## src/rtl/io_input_ctrl.sv

```systemverilog
// Debounced switch/button input block with a small memory-mapped register file.
// Optional IRQ_MASK register and irq output are enabled by defining IO_IN_IRQ_EN.
module io_input_ctrl #(
  parameter int unsigned TICK_DIV = 1000000
) (
  input  logic        clk,
  input  logic        rst,
  input  logic        ce,
  input  logic        we,
  input  logic [31:0] addr,
  input  logic [31:0] data_i,
  output logic [31:0] data_o,
  input  logic [15:0] sw,
  input  logic [3:0]  btn
`ifdef IO_IN_IRQ_EN
  ,
  output logic        irq
`endif
);

  localparam int N_IN = 20;
  localparam int CW   = (TICK_DIV > 1) ? $clog2(TICK_DIV) : 1;
  localparam logic [CW-1:0] TICK_LAST = CW'(TICK_DIV - 1);

  typedef enum logic [2:0] {
    REG_SW   = 3'd0,
    REG_BTN  = 3'd1,
    REG_EVT  = 3'd2,
    REG_CNT  = 3'd3,
    REG_MASK = 3'd4
  } reg_e;

  logic [N_IN-1:0] meta, sync;
  logic [N_IN-1:0] hist_0, hist_1;
  logic [N_IN-1:0] deb, deb_nxt;
  logic [N_IN-1:0] stable_hi, stable_lo;
  logic [CW-1:0]   pre_cnt;
  logic            tick;
  logic [3:0]      btn_event, rise, evt_clr;
  logic [15:0]     evt_count, evt_nxt, cnt_base;
  logic [16:0]     cnt_sum;
  logic [2:0]      rise_cnt;
  logic            wr, cnt_clr;
  reg_e            sel;
  logic            unused_bits;

  assign unused_bits = ^{addr[31:5], addr[1:0], data_i[31:4]};

  // Raw pins are asynchronous to clk: two flops before anything else looks at them.
  // NOTE: sequential state uses non-blocking assignment so every flop samples pre-edge values.
  always_ff @(posedge clk or negedge rst) begin
    if (!rst) begin
      meta <= '0;
      sync <= '0;
    end else begin
      meta <= {btn, sw};
      sync <= meta;
    end
  end

  assign tick = (pre_cnt == TICK_LAST);

  always_ff @(posedge clk or negedge rst) begin
    if (!rst) pre_cnt <= '0;
    else      pre_cnt <= tick ? '0 : pre_cnt + CW'(1);
  end

  assign wr      = ce & we;
  assign sel     = reg_e'(addr[4:2]);
  assign evt_clr = (wr && sel == REG_EVT) ? data_i[3:0] : 4'd0;
  assign cnt_clr = wr && (sel == REG_CNT);

  // The three-sample window is the sample taken on this tick plus the two stored ones,
  // so a debounced bit moves on the very tick that delivers the third agreeing sample.
  // NOTE: every always_comb output gets a default first so no latch can be inferred.
  always_comb begin
    stable_hi = sync & hist_0 & hist_1;
    stable_lo = ~(sync | hist_0 | hist_1);
    deb_nxt   = deb;
    if (tick) deb_nxt = (deb | stable_hi) & ~stable_lo;
    rise      = deb_nxt[19:16] & ~deb[19:16];
    rise_cnt  = 3'd0;
    for (int i = 0; i < 4; i++) rise_cnt = rise_cnt + 3'(rise[i]);
    cnt_base  = cnt_clr ? 16'd0 : evt_count;
    cnt_sum   = {1'b0, cnt_base} + 17'(rise_cnt);
    evt_nxt   = cnt_sum[16] ? 16'hFFFF : cnt_sum[15:0];
  end

  // A new rise overrides a simultaneous W1C clear of the same bit.
  always_ff @(posedge clk or negedge rst) begin
    if (!rst) begin
      hist_0    <= '0;
      hist_1    <= '0;
      deb       <= '0;
      btn_event <= '0;
      evt_count <= '0;
    end else begin
      if (tick) begin
        hist_1 <= hist_0;
        hist_0 <= sync;
      end
      deb       <= deb_nxt;
      btn_event <= (btn_event & ~evt_clr) | rise;
      evt_count <= evt_nxt;
    end
  end

`ifdef IO_IN_IRQ_EN
  logic [3:0] irq_mask;

  always_ff @(posedge clk or negedge rst) begin
    if (!rst) begin
      irq_mask <= '0;
      irq      <= 1'b0;
    end else begin
      if (wr && sel == REG_MASK) irq_mask <= data_i[3:0];
      irq <= |(btn_event & irq_mask);
    end
  end
`endif

  always_comb begin
    data_o = '0;
    if (ce) begin
      case (sel)
        REG_SW:   data_o[15:0] = deb[15:0];
        REG_BTN:  data_o[3:0]  = deb[19:16];
        REG_EVT:  data_o[3:0]  = btn_event;
        REG_CNT:  data_o[15:0] = evt_count;
`ifdef IO_IN_IRQ_EN
        REG_MASK: data_o[3:0]  = irq_mask;
`endif
        default:  data_o = '0;
      endcase
    end
  end

endmodule

```

## config.mk

```make
export PLATFORM = sky130hd
export DESIGN_NAME = io_input_ctrl
export DESIGN_NICKNAME = d
export VERILOG_FILES = /design/src/rtl/io_input_ctrl.sv
export SDC_FILE = /design/constraint.sdc
export NUM_CORES = 1
export LEC_CHECK = 0
export BUFFER_PORTS_ARGS = -buffer_cell sky130_fd_sc_hd__buf_2
export CAP_MARGIN = 20
export CORE_UTILIZATION = 30
export DETAILED_ROUTE_END_ITERATION = 10
export PLACE_DENSITY = 0.49
export SYNTH_ARGS = -nofsm -noshare
export SYNTH_HDL_FRONTEND = slang
export SYNTH_SLANG_ARGS = --single-unit
```

## constraint.sdc

```tcl
create_clock -name clk -period 8.7 [get_ports clk]
set_input_delay 1.74 -clock clk [delete_from_list [all_inputs] [get_ports clk]]
set_output_delay 1.74 -clock clk [all_outputs]
set_load 0.03 [all_outputs]
```

After elaboration in Yosys (flattened, before gate mapping). Cells that the tools add are included.

$add $sub $neg: 5. Equality and inequality tests: 4. Muxes and demuxes: 8. Bitwise operators: 14. Reductions and logical operators: 3.

Operators with widths (count): $and 20x20->20 (3); $or 20x20->20 (3); $mux 16 (3); $mux 20 (2); $not 20->20 (2); $pmux 12 s2 (1); $add 20x1->20 const B (1); $eq 20x20->1 const B (1); $add 16x3->17 (1); $pmux 4 s4 (1); $and 4x4->4 (2); $not 4->4 (2); $eq 3x2->1 const B (2); $mux 4 (1); $or 4x4->4 (1); $add 2x1->3 (1); $add 3x1->3 (1); $eq 3x1->1 const B (1); $logic_not 3->1 (1); $add 1x1->2 (1); $logic_and 1x1->1 (2); $and 1x1->1 (1).

Register bits: 140. Input port bits: 88. Output and inout port bits: 32. Logic and storage cells: 43.

Logic depth before layout (Yosys ltp). Gate-level depths: netlist of the first run.

Word-level depth: 12. Depth in mapped cells: 13. Depth with buffers taken out: 11.

Worst setup path after synthesis of the first run. OpenSTA, ideal clock, no wires.

Path type: input to output. Start point: in addr[2]. End point: out data_o[0]. Arrival: 2.866 ns. Setup slack: 4.094 ns. Cell stages on the path: 4. Buffers on the path: 1. Path through: buf_1 -> mux2i_1 -> o22a_1 -> nor2_1.

Cells in the longest elaborated chain, start to end: 3. Elaborated cells on any way between the ends: 6. Classes of those cells: eq/ne (3); mux (2); reduce/logical (1).

Ends and longest elaborated chain: start: declaration (RTL line 10) `input logic [31:0] addr,`; $eq 3x2->1, or another cell as far along (RTL line 125) `case (sel)`; $pmux 4 s4 (*) (RTL line 125); $mux 16 (*) (RTL line 124) `if (ce) begin`; end: declaration (RTL line 12) `output logic [31:0] data_o,`.

Mark *: on every way between the ends. The rest lies on a longest branch, timed or not.

Worst setup path after layout of the first run.
Start point: in addr[2]. End point: out data_o[14].

Cells in the longest elaborated chain, start to end: 3. Elaborated cells on any way between the ends: 4. Classes of those cells: eq/ne (1); mux (2); reduce/logical (1).

Ends and longest elaborated chain (RTL line): $eq 3x2->1 or $logic_not 3->1 (tied branches) (125); $pmux 12 s2 (*) (125); $mux 16 (*) (124).

Marks and branches as above.

==> impl_metrics.csv, run 1 <==
group,metric,value,unit
clocking,cts.path.max_buffers,2,
synthesis,synthArstFlopShare,100,%
power_and_ir_drop,combPwrFrac,3.5,%
sta,finalHoldViolCount,0,
clocking,htreeDepth,4,
clocking,cts-root-buf,"clkbuf_16",
synthesis,ys_seq_area_share,56.9,%
detailed_routing,drtPass1Iterations,4,
power_and_ir_drop,vdd_drop_max,0.000140,V
setup_path,r2r-start,"pre_cnt[12]",
power_and_ir_drop,p_leak,3.22,nW
detailed_routing,drt.antenna.violating_nets,0,
clocking,clkLatencyLatePin,420,ps
clocking,cts_hold_buf,0,
sta,fmax,201,MHz
synthesis,synthCells,508,
sta,skew,5.53,ps
global_routing,track_usage,13.2,%
synthesis,synth_area_per_cell,12.1,um2
outcome,outcome,"complete, no violations",
placed_design,gp_congestion,0.794,
sta,finalSetupViolCount,0,
clocking,post_cts_buffers,0,
global_routing,grt_pass1_wl,21800,um
synthesis,yosysWarnings,0,
setup_path,reg2regPathDepth,11,
final_layout,fin_util,35.4,%
floorplan,die_area,21100,um2
power_and_ir_drop,swShare,22.2,%
floorplan,core,20200,um2
worst_hold_path,min_path_type,"flop to flop",
sta,fin_ws,3710,ps
synthesis,synthesis.area,6160,um2
sta,finalCritPeriodShare,57.3,%
flow_run,maxCapViolCount,0,
global_routing,first_global_vias,4221,
synthesis,ys_seq_elements,140,
power_and_ir_drop,power.share.clock,48.1,%
final_layout,drive_gt1_share,22.4,%
setup_path,cp-start-kind,"input port",
sta,worst_pin_slew,961,ps
detailed_routing,drtIter0Drc,246,
final_layout,fin_area,7140,um2
global_routing,grt_max_degree,84,
synthesis,synth.distinct_cells,52,
setup_path,rrSetupSlack,4250,ps
setup_path,worstSetupEndpointType,"primary output",
setup_path,critPathKind,"input port to primary output",
detailed_routing,wl_per_cell,15.6,um
detailed_routing,drc,0,
floorplan,std_cell_rows,52,
placed_design,dp.cells,807,
final_layout,layout.nets,649,
synthesis,synth-edff-count,0,
power_and_ir_drop,powerDensity,195,nW/um2
floorplan,start_util,30.5,%
clocking,cts_sinks,140,
sta,fin_crit,4990,ps
final_layout,fin_cells,838,
placed_design,io_buffers,46,
global_routing,grt_overflow_total,0,
power_and_ir_drop,power_switching,309,uW
detailed_routing,vias_per_cell,4.85,
sta,hold_ws,346,ps
setup_path,cp_max_fo,14,
power_and_ir_drop,pwr-share-seq,48.4,%
setup_path,cp.arrival,3250,ps
floorplan,fp.dieW,145,um
setup_path,crit_required,6960,ps
power_and_ir_drop,power,1.39,mW
global_routing,antenna_found_initial,0,
floorplan,ios,120,
final_layout,syn_to_final_growth,15.8,%
sta,fin_setup_tns,0,ps
final_layout,diodes,0,
setup_path,startpoint,"addr[2]",
clocking,cts_tree,"yes",
detailed_routing,vias,4063,
clocking,post_cts_resized,0,
placed_design,dp_hpwl,8470,um
clocking,cts.clk_slew.worst_paths,60,ps
sta,rsz0062_at_grt,"no",
final_layout,fillers,2026,
placed_design,placed_area,6590,um2
synthesis,ys.flop_type,"dfrtp_1",
clocking,cts_buffers,17,
power_and_ir_drop,p_int,1.08,mW
sta,slew_headroom,35.3,%
detailed_routing,drt_wl_total,13100,um
setup_path,crit_end,"data_o[14]",
sta,drv_slew,0,
placed_design,dp_slack,3730,ps
setup_path,rr_endpoint,"evt_count[5]",
floorplan,die_y,145,um
[routing by layer]
metal	share of wire, %	wire, um	vias up	GRT usage, %
li1	-	-	1919	-
met1	47	6160	2059	17.3
met2	49	6360	77	21.2
met3	3.3	430	8	3.24
met4	1.0	136	0	5.32
met5	0	0	-	0
[registers in the layout, summed over array words and instances (netlist names)]
| register | count |
|---|---|
| deb | 20 |
| hist_1 | 20 |
| hist_0 | 20 |
| sync | 20 |
| btn_event | 4 |
| meta | 20 |
| evt_count | 16 |
| pre_cnt | 20 |
[kinds of logic after synthesis]
group	synth area share [%]
other	0.0609
DFF	56.9
muxes	9.97
and+or+nand+nor	14.2
xor gates and xnor gates	3.27
buffers and inverters	4.20
adders and majority gates	1.38
AOI/OAI and AO/OA	10.0
[final cells by class]
type | instances | area [um2] | area share [%]
Clock buffer | 25 | 515 | 7.22
Clock inverter | 6 | 35.0 | 0.491
Timing Repair Buffer | 48 | 251 | 3.52
Tap cell | 270 | 338 | 4.73
Sequential cell | 140 | 3500 | 49.1
Inverter | 10 | 37.5 | 0.526
Multi-Input combinational cell | 339 | 2450 | 34.4
[worst max-delay path, stage by stage]
cell,delay [ps]
buf_2,210
nor2_1,690
a22oi_1,150
nor2_1,200
buf_2,240
[synthesized netlist by cell type, drive strengths merged, types with 12 or more instances]
master  number  area share (%)
o41ai       18             2.6
a22oi       12             1.5
nor2        33             2.1
mux2        40             8.3
nand2       32             1.9
nand3       37             3.1
o211ai      17             2.1
buf         24             3.0
o21ai       17             1.4
xnor2       14             2.0
dfrtp      140              57
[cells in the final DEF (no fill, tap or decap), types with 2 or more instances in the layout]
cell          n
dfrtp_1     140
mux2i_1      10
nand4b_1      4
or3_1         5
o41ai_1      18
inv_1        10
ha_1          2
clkinv_2      4
o22a_1        4
nor4_1        6
nand2_1      32
xor2_1        9
clkbuf_8      6
clkbuf_16    17
buf_4         2
o21ai_0      17
a21oi_1       5
nand4_4       2
conb_1       16
nor3_1        9
mux2_2       23
nand4_1       6
a211o_1       3
a22oi_1      12
and3_1        6
fa_1          3
clkinvlp_4    2
nand2b_1      5
nor2_1       32
and4_1        2
mux2_4       17
xnor2_1      14
o31a_1        3
clkbuf_1      2
o211ai_1     17
buf_2        45
and2_1        5
nand3_1      36
or2_2         2
[how the worst min path moves through the flow]
stage | from | to | cells past startpoint
3_5_place_dp | meta[5] | sync[5] | 0
3_3_place_gp | meta[6] | sync[6] | 0
4_1_cts | meta[5] | sync[5] | 0
2_1_floorplan | meta[0] | sync[0] | 0
6_report | meta[5] | sync[5] | 0
5_1_grt | meta[8] | sync[8] | 0
[power by group through the flow]
stage	Sequential, mW	Clock [mW]	Combinational [mW]
global route	0.676	0.716	0.0558
global placement	0.686	0	0.0496
CTS	0.675	0.690	0.0507
floorplan	0.683	0	0.0303
detailed placement	0.687	0	0.0502
finish	0.675	0.670	0.0488
Power figures use the tool's default switching activity.
==> run 2, diff against run 1 <==
--- a/config.mk
+++ b/config.mk
@@ -9,7 +9,7 @@
 export CAP_MARGIN = 20
 export CORE_UTILIZATION = 30
 export DETAILED_ROUTE_END_ITERATION = 10
-export PLACE_DENSITY = 0.49
+export PLACE_DENSITY = 0.5
 export SYNTH_ARGS = -nofsm -noshare
 export SYNTH_HDL_FRONTEND = slang
 export SYNTH_SLANG_ARGS = --single-unit
==> constraint.sdc (replaced) <==
create_clock -name clk -period 4.3 [get_ports clk]
set_input_delay 0.86 -clock clk [delete_from_list [all_inputs] [get_ports clk]]
set_output_delay 0.86 -clock clk [all_outputs]
set_load 0.03 [all_outputs]
==> run 2 against run 1 <==
  * Critical path type is now flop to flop
  * Clock skew hardly changed
  * Final cell count is 0.84% higher
  * Clock power grew to 2.5 times the previous value
  * First-iteration DRC count is 1.2% lower
  * Hold slack hardly changed
  * Flip-flop and latch count stayed put
  * Combinational power is 100% higher
  * Non-clock buffer count is 6 higher
  * Critical endpoint is now evt_count[3]
  * Sequential share of layout area is 1.2 points lower
==> impl_metrics.csv, run 2 (synthesis gave the netlist of run 1 again) <==
group,metric,value,unit
final_layout,layout.nets,655,
flow_run,maxCapViolCount,0,
clocking,cts_buffers,17,
sta,fin_crit,3890,ps
setup_path,rr_endpoint,"evt_count[3]",
final_layout,fillers,1998,
setup_path,reg2regPathDepth,12,
setup_path,crit_top_cell,"fa_1",
sta,finalSetupViolCount,0,
final_layout,diodes,0,
clocking,clkLatencyLatePin,420,ps
floorplan,ios,120,
power_and_ir_drop,pwr-share-seq,43.3,%
worst_hold_path,min-delay-start,"meta[11]",
sta,fin_setup_tns,0,ps
clocking,cts_hold_buf,0,
global_routing,track_usage,13.7,%
setup_path,cp.arrival,4170,ps
power_and_ir_drop,combPwrFrac,3.2,%
final_layout,syn_to_final_growth,18.7,%
final_layout,final_cell_mix,"140 x dfrtp_1, 46 x buf_2, 36 x nand3_1",
power_and_ir_drop,powerDensity,431,nW/um2
floorplan,core,20200,um2
setup_path,cp-start-kind,"flop",
setup_path,critPathKind,"flop to flop",
outcome,outcome,"complete, no violations",
clocking,cts-root-buf,"clkbuf_16",
global_routing,grt_max_degree,104,
setup_path,worst_path_dominant_cell_family,"adder cells",
sta,drv_slew,0,
worst_hold_path,worstHoldEndpoint,"sync[11]",
sta,slew_headroom,33.2,%
worst_hold_path,min_path_type,"flop to flop",
detailed_routing,wl_per_cell,15.5,um
setup_path,max_stage_delay,560,ps
global_routing,first_global_vias,4296,
final_layout,drive_gt1_share,23.5,%
global_routing,grt_overflow_total,0,
final_layout,fin_util,36.2,%
clocking,cts_tree,"yes",
placed_design,io_buffers,46,
floorplan,fp.dieW,145,um
sta,worst_pin_slew,1000,ps
power_and_ir_drop,power.share.clock,53.5,%
detailed_routing,vias,4097,
final_layout,fin_area,7310,um2
detailed_routing,drt-met1-wl,6080,um
clocking,post_cts_resized,0,
setup_path,rrSetupSlack,410,ps
setup_path,critPathBufInv,2,
clocking,htreeDepth,4,
detailed_routing,top_layer_used,"met4",
placed_design,gp_congestion,0.800,
detailed_routing,met3_length,561,um
sta,fmax,257,MHz
global_routing,antenna_found_initial,0,
setup_path,crit_required,4580,ps
setup_path,path_cells,"ha_1, nand4_4, or3_1, fa_1, inv_1, fa_1, fa_1, nand3_1, nor3_1, nand3b_1, buf_4, o21ai_0",
clocking,cts_sinks,140,
clocking,cts.path.max_buffers,2,
detailed_routing,drtIter0Drc,243,
sta,rsz0062_at_grt,"no",
detailed_routing,drtPass1Iterations,4,
placed_design,placed_area,6620,um2
placed_design,dp_hpwl,8580,um
floorplan,start_util,30.5,%
detailed_routing,drt.antenna.violating_nets,0,
final_layout,final_common_cell,"dfrtp_1",
global_routing,grt_pass1_wl,22500,um
setup_path,worstSetupEndpointType,"flop",
sta,finalHoldViolCount,0,
power_and_ir_drop,p_leak,3.30,nW
setup_path,critPathSlowestCell,"fa_1",
detailed_routing,drc,0,
setup_path,cp_max_fo,13,
setup_path,r2r-start,"pre_cnt[0]",
power_and_ir_drop,p_int,2.50,mW
detailed_routing,vias_per_cell,4.85,
floorplan,die_y,145,um
power_and_ir_drop,vdd_drop_max,0.000293,V
power_and_ir_drop,swShare,20.6,%
clocking,cts.clk_slew.worst_paths,60,ps
sta,skew,5.33,ps
power_and_ir_drop,power_switching,650,uW
floorplan,die_area,21100,um2
detailed_routing,dr_wl_met2,6300,um
sta,finalCritPeriodShare,90.5,%
clocking,post_cts_buffers,0,
floorplan,std_cell_rows,52,
worst_hold_path,hold_path_depth,0,
detailed_routing,drt_wl_total,13100,um
[run 2: cell count changes in the layout (fill, tap and decap cells not counted), sizes merged]
cell | before | now
buf | 48 | 54
bufinv | 0 | 6
clkbuf | 25 | 21
clkinv | 4 | 2
clkinvlp | 2 | 3
[run 2: layout make-up]
cell class | count | area, um2 | area share [%]
clock inverters | 11 | 213 | 2.91
multi-input cells | 339 | 2450 | 33.6
flip-flops and latches | 140 | 3500 | 47.9
repair buffers | 54 | 294 | 4.02
clock buffers | 21 | 470 | 6.44
well taps | 270 | 338 | 4.62
inverters | 10 | 37.5 | 0.513
[run 2: per-stage QoR]
step,power [mW],hold slack [ps],std cells,worst slack [ps]
floorplan,1.44,331,523,698
global placement,1.49,332,811,294
detailed placement,1.49,335,811,288
CTS,3.20,344,843,243
global route,3.26,352,845,137
finish,3.15,346,845,408
[run 2: layer usage]
layer,track usage [%],up-vias
li1,-,1933
met1,18.1,2056
met2,21.4,94
met3,3.49,14
met4,5.63,0
met5,0,-
[run 2: worst max-delay path by stage]
stage | end | cells after the start | from | slack (ps)
final | evt_count[3] | 12 | pre_cnt[0] | 410
after global routing | evt_count[12] | 12 | pre_cnt[0] | 140
after CTS | evt_count[3] | 11 | pre_cnt[0] | 240
after detailed placement | evt_count[6] | 11 | pre_cnt[0] | 290
after global placement | evt_count[6] | 11 | pre_cnt[0] | 290
after floorplan | evt_count[11] | 12 | pre_cnt[12] | 700
[run 2: worst register-to-register path: cells and delay by family (launching register included)]
kind	cells	cell delay, ps
AO/OA/AOI/OAI	1	110
AND/OR/NAND/NOR	5	1220
adder cells (fa/ha/maj)	4	1750
buffers and inverters	2	250
flip-flops	1	400
[run 2: power groups by stage]
stage          Sequential (mW)  Clock, mW  Combinational (mW)
4_1_cts                   1.37       1.73               0.104
3_3_place_gp              1.39          0               0.101
3_5_place_dp              1.39          0               0.104
2_1_floorplan             1.38          0              0.0612
6_report                  1.37       1.69               0.100
5_1_grt                   1.37       1.78               0.114
